`src/rtl/ram_port_arbiter.sv`:
```
// ram_port_arbiter
// ----------------
// Shares one single-port RAM between two requesters. Port A (CPU) has fixed
// priority. Port B (DMA) is protected by a starvation counter: once B has been
// refused STARVE_LIMIT consecutive cycles while requesting, B wins the next
// cycle. At most one access is granted per cycle, and the grant is
// combinational (zero latency). Read data returns with the RAM's one-cycle
// latency and is qualified by a per-port RdValid.
//
// Ports
//   Clk, Rst_n                     clock (rising edge), synchronous active-low reset
//   A_Req/A_We/A_Addr/A_WrData     port A request, held until A_Gnt is sampled high
//   A_Gnt                          port A access accepted this cycle
//   A_RdValid/A_RdData             port A read return (one cycle after grant)
//   B_*                            same set for port B
//   Ram_Addr/Ram_WrData/Ram_We     RAM command, follows the winning port
//   Ram_RdData                     RAM read data, one cycle after address
module ram_port_arbiter #(
    parameter int ADDR_W       = 16,
    parameter int DATA_W       = 16,
    parameter int STARVE_LIMIT = 3
) (
    input  logic              Clk,
    input  logic              Rst_n,
    input  logic              A_Req,
    input  logic              A_We,
    input  logic [ADDR_W-1:0] A_Addr,
    input  logic [DATA_W-1:0] A_WrData,
    output logic              A_Gnt,
    output logic              A_RdValid,
    output logic [DATA_W-1:0] A_RdData,
    input  logic              B_Req,
    input  logic              B_We,
    input  logic [ADDR_W-1:0] B_Addr,
    input  logic [DATA_W-1:0] B_WrData,
    output logic              B_Gnt,
    output logic              B_RdValid,
    output logic [DATA_W-1:0] B_RdData,
    output logic [ADDR_W-1:0] Ram_Addr,
    output logic [DATA_W-1:0] Ram_WrData,
    output logic              Ram_We,
    input  logic [DATA_W-1:0] Ram_RdData
);

    localparam logic [3:0] LIMIT = 4'(STARVE_LIMIT);

    // last_owner: observability only, never feeds arbitration
    typedef enum logic [1:0] {
        IDLE  = 2'd0,
        OWN_A = 2'd1,
        OWN_B = 2'd2
    } owner_e;

    owner_e      state_q, state_d;
    logic [3:0]  wait_cnt_q, wait_cnt_d;
    logic [1:0]  rd_owner_q, rd_owner_d;
    logic        a_gnt_s, b_gnt_s, starved_s;

    // Grant decision; both grants are forced low while reset is asserted
    always_comb begin
        a_gnt_s   = 1'b0;
        b_gnt_s   = 1'b0;
        starved_s = (wait_cnt_q == LIMIT);
        if (Rst_n) begin
            if (B_Req && (!A_Req || starved_s)) begin
                b_gnt_s = 1'b1;
            end else if (A_Req) begin
                a_gnt_s = 1'b1;
            end else begin
                a_gnt_s = 1'b0;
                b_gnt_s = 1'b0;
            end
        end else begin
            a_gnt_s = 1'b0;
            b_gnt_s = 1'b0;
        end
    end

    // RAM command mux; with no winner the address parks on port A, write off
    always_comb begin
        Ram_Addr   = A_Addr;
        Ram_WrData = A_WrData;
        Ram_We     = 1'b0;
        if (b_gnt_s) begin
            Ram_Addr   = B_Addr;
            Ram_WrData = B_WrData;
            Ram_We     = B_We;
        end else if (a_gnt_s) begin
            Ram_Addr   = A_Addr;
            Ram_WrData = A_WrData;
            Ram_We     = A_We;
        end else begin
            Ram_We     = 1'b0;
        end
    end

    // Starvation counter: counts consecutive refused B cycles, saturating
    always_comb begin
        wait_cnt_d = wait_cnt_q;
        if (b_gnt_s || !B_Req) begin
            wait_cnt_d = 4'd0;
        end else if (wait_cnt_q < LIMIT) begin
            wait_cnt_d = wait_cnt_q + 4'd1;
        end else begin
            wait_cnt_d = wait_cnt_q;
        end
    end

    // Read-return tag: remembers which port won a read this cycle
    always_comb begin
        rd_owner_d = {b_gnt_s & ~B_We, a_gnt_s & ~A_We};
    end

    // Owner FSM next state: the current winner, or IDLE; illegal codes recover to IDLE
    always_comb begin
        state_d = IDLE;
        case (state_q)
            IDLE, OWN_A, OWN_B: begin
                if (b_gnt_s) begin
                    state_d = OWN_B;
                end else if (a_gnt_s) begin
                    state_d = OWN_A;
                end else begin
                    state_d = IDLE;
                end
            end
            default: state_d = IDLE;
        endcase
    end

    // State registers with synchronous active-low reset
    always_ff @(posedge Clk) begin
        if (!Rst_n) begin
            state_q    <= IDLE;
            wait_cnt_q <= 4'd0;
            rd_owner_q <= 2'b00;
        end else begin
            state_q    <= state_d;
            wait_cnt_q <= wait_cnt_d;
            rd_owner_q <= rd_owner_d;
        end
    end

    assign A_Gnt     = a_gnt_s;
    assign B_Gnt     = b_gnt_s;
    assign A_RdValid = rd_owner_q[0];
    assign B_RdValid = rd_owner_q[1];
    // Shared return bus: each port qualifies it with its own RdValid
    assign A_RdData  = Ram_RdData;
    assign B_RdData  = Ram_RdData;

endmodule

```
`config.mk`:
```
export PLATFORM = sky130hd
export DESIGN_NAME = ram_port_arbiter
export DESIGN_NICKNAME = d
export VERILOG_FILES = /design/src/rtl/ram_port_arbiter.sv
export SDC_FILE = /design/constraint.sdc
export NUM_CORES = 1
export LEC_CHECK = 0
export CAP_MARGIN = 5
export CORE_MARGIN = 2
export CORE_UTILIZATION = 25
export CTS_BUF_LIST = sky130_fd_sc_hd__clkbuf_16
export CTS_CLUSTER_DIAMETER = 150
export DETAILED_ROUTE_END_ITERATION = 16
export PLACE_DENSITY = 0.95
export SYNTH_ARGS = -nofsm -noshare
export SYNTH_HDL_FRONTEND = slang
export SYNTH_SLANG_ARGS = --single-unit
export TNS_END_PERCENT = 100
```
`constraint.sdc`:
```
create_clock -name Clk -period 6.6 [get_ports Clk]
set_input_delay 1.65 -clock Clk [delete_from_list [all_inputs] [get_ports Clk]]
set_output_delay 1.65 -clock Clk [all_outputs]
set_load 0.03 [all_outputs]
```
==> reports/metrics.cfg <==
[worst_setup_path]
critPathRequiredTime_ns=4.95
startpoint_type=input port
end_kind=output pin
reg2reg_depth=5
r2r_start=wait_cnt_q[0]
critPathMaxFanout=20
crit_type=input port to output pin
arrival_ns=3.76
rrSetupSlack_ns=4.94
reg2reg_to=rd_owner_q[1]

[power_and_ir_drop]
vdd_drop_max_mv=0.152
switchingPower_mw=0.0727
p_sw_share_pct=26.9
total_power_mw=0.270
internal-power_mw=0.197
power_frac_clock_pct=36.0
p_leak_nw=0.791
pwr-share-seq_pct=13.9
p_per_area_mw_per_mm2=139
combPwrFrac_pct=50.1

[timing]
tightest_slew_ns=0.329
fin_crit_ns=5.41
clock.fmax_ghz=0.185
setup_slack_ns=1.19
drv_slew=0
finalHoldViolations=0
rsz0062_at_grt=no
finalSetupTns_ns=0
relSlewSlack_pct=78.0
fin_crit_sh_pct=81.9
skew_ns=0.00120
setup_viol=0

[die]
core-area_mm2=0.00394
dieArea_mm2=0.00456
initial_utilization_pct=25.6
die_w_um=67.5
rows=23
die_h_um=67.5
pin_count=155

[drt]
vias_per_cell=4.30
vias=934
avgRoutedWirePerCell_um=13.0
ant_nets=0
post-route-drc-count=0
dr.first_iter.drc_count=10
wl_um=2830
drtPass1Iterations=5

[clock_network]
postCtsSetupRepairBufs=0
cts-htree-levels=1
clk-insertion-delay-late_ns=0.23
numCtsBuffers=3
clk_path_buf_depth=2
postCtsResizedCells=0
cts_hold_buf=0
cts_tree=done
path_clk_slew_ns=0.03
clock-sinks=6
clockRootBuffer=clkbuf_16

[place]
post-place-ws_ns=1.18
port-buffer-count=106
dp_hpwl_um=2440
place_congestion=0.696

[logic_synthesis]
async_flop_share_pct=0
yosys_register_bits=6
avgSynthCellArea_um2=11.1
yosysTopAreaCell=mux2_4
syn_inst=91
synth_warnings=0
yosys-top-cells-count=32 x buf_4, 27 x mux2_4, 6 x dfxtp_1
synth_top_cells_by_area=mux2_4 40%, buf_4 24%, dfxtp_1 12%, mux2_2 5.6%, buf_8 4.5%
synth_top_area_share_pct=40.2
yosysSeqAreaShare_pct=11.9
ys_types=20
ys.flop_type=dfxtp_1
yosysMostFrequentCell=buf_4
netlist_area_mm2=0.00101
syn_nets=178
synth_edf_count=0

[global_routing]
grt_pass1_wl_um=3770
grt_pass1_vias=879
grt_max_degree=21
antenna_found_initial=0
grt_use_total_pct=11.0
grt-ovfl-total=0

[min_path]
hold_end=wait_cnt_q[1]
worstHoldStart=wait_cnt_q[1]
whs_path_depth=2
hp-class=flip-flop to flip-flop

[outcome]
status=finished clean

[layout]
num-nets-final=256
syn_to_final_growth_pct=92.1
drive_gt1_share_pct=25.7
fill_cells=363
insertedDiodeCount=0

[run]
maxCapViolCount=0

## sequential cells by signal, indices dropped and copies added, names as in the netlist
signal and flops:
wait_cnt_q 4, rd_owner_q 2
## cell usage in the layout (no fill, tap or decap), types with 2 or more instances in the layout
cell	netlist	final
a21oi_1	2	2
o21ai_0	2	2
dfxtp_1	6	6
mux2_2	5	5
clkdlybuf4s50_1	0	106
nor2b_1	2	2
clkbuf_16	0	3
mux2_4	27	27
buf_4	32	2
## worst max-delay path by stage
stage / start / to / slack [ns] / depth (start not counted)
after floorplan: B_Req / Ram_WrData[10] / 2.26 / 4
after global placement: B_Req / Ram_Addr[15] / 1.22 / 6
after detailed placement: B_Req / Ram_Addr[15] / 1.18 / 6
after CTS: B_Req / Ram_Addr[15] / 1.18 / 6
after global routing: B_Req / Ram_WrData[13] / 1.08 / 6
final: B_Req / Ram_Addr[15] / 1.19 / 6
## power groups by stage
stage                     combinational [mW]  sequential (mW)  clock, mW
after floorplan                       0.0999           0.0388          0
final                                  0.135           0.0376     0.0971
after detailed placement               0.136           0.0381          0
after global placement                 0.134           0.0380          0
after CTS                              0.137           0.0376     0.0977
after global routing                   0.143           0.0376     0.0995
## critical path: stages
cell and delay (ns):
clkdlybuf4s50_1 0.47, and2_2 0.17, a21boi_4 0.18, buf_4 0.33, mux2_2 0.37, clkdlybuf4s50_1 0.59
## through the flow
| stage | util, % | cells | hold slack, ns | cell area [um^2] |
|---|---|---|---|---|
| 2_1_floorplan | - | 91 | 0.450 | 1010 |
| 3_3_place_gp | 47.2 | 214 | 0.461 | 1860 |
| 3_5_place_dp | 47.2 | 214 | 0.484 | 1860 |
| 4_1_cts | 49.1 | 217 | 0.489 | 1940 |
| 5_1_grt | 49.1 | 217 | 0.525 | 1940 |
| 6_report | 49.1 | 217 | 0.495 | 1940 |
## layout make-up
cell class / count / area (um^2) / area share (%)
Multi-Input combinational cell: 49 / 599 / 30.9
Sequential cell: 6 / 120 / 6.20
Timing Repair Buffer: 108 / 1080 / 55.6
Inverter: 1 / 3.75 / 0.194
Tap cell: 50 / 62.6 / 3.23
Clock buffer: 3 / 75.1 / 3.88
## cells by family (layout without fill, tap and decap cells)
| logic type | Yosys count | after routing | share of synthesized area, % |
|---|---|---|---|
| muxes | 32 | 32 | 45.8 |
| buffers and inverters | 36 | 112 | 28.7 |
| adders and majority gates | 1 | 1 | 1.24 |
| AOI/OAI and AO/OA | 7 | 7 | 5.71 |
| DFF | 6 | 6 | 11.9 |
| and+or+nand+nor | 9 | 9 | 6.70 |
## routing by layer
metal / up-vias / share of wire, % / wire length, um / track usage, %
met5: - / 0 / 0 / 0
met1: 433 / 30 / 835 / 9.29
li1: 438 / - / - / -
met3: 12 / 9.6 / 271 / 3.67
met4: 0 / 1.9 / 55 / 3.83
met2: 51 / 59 / 1660 / 22.9
(Power assumes the default switching activity.)
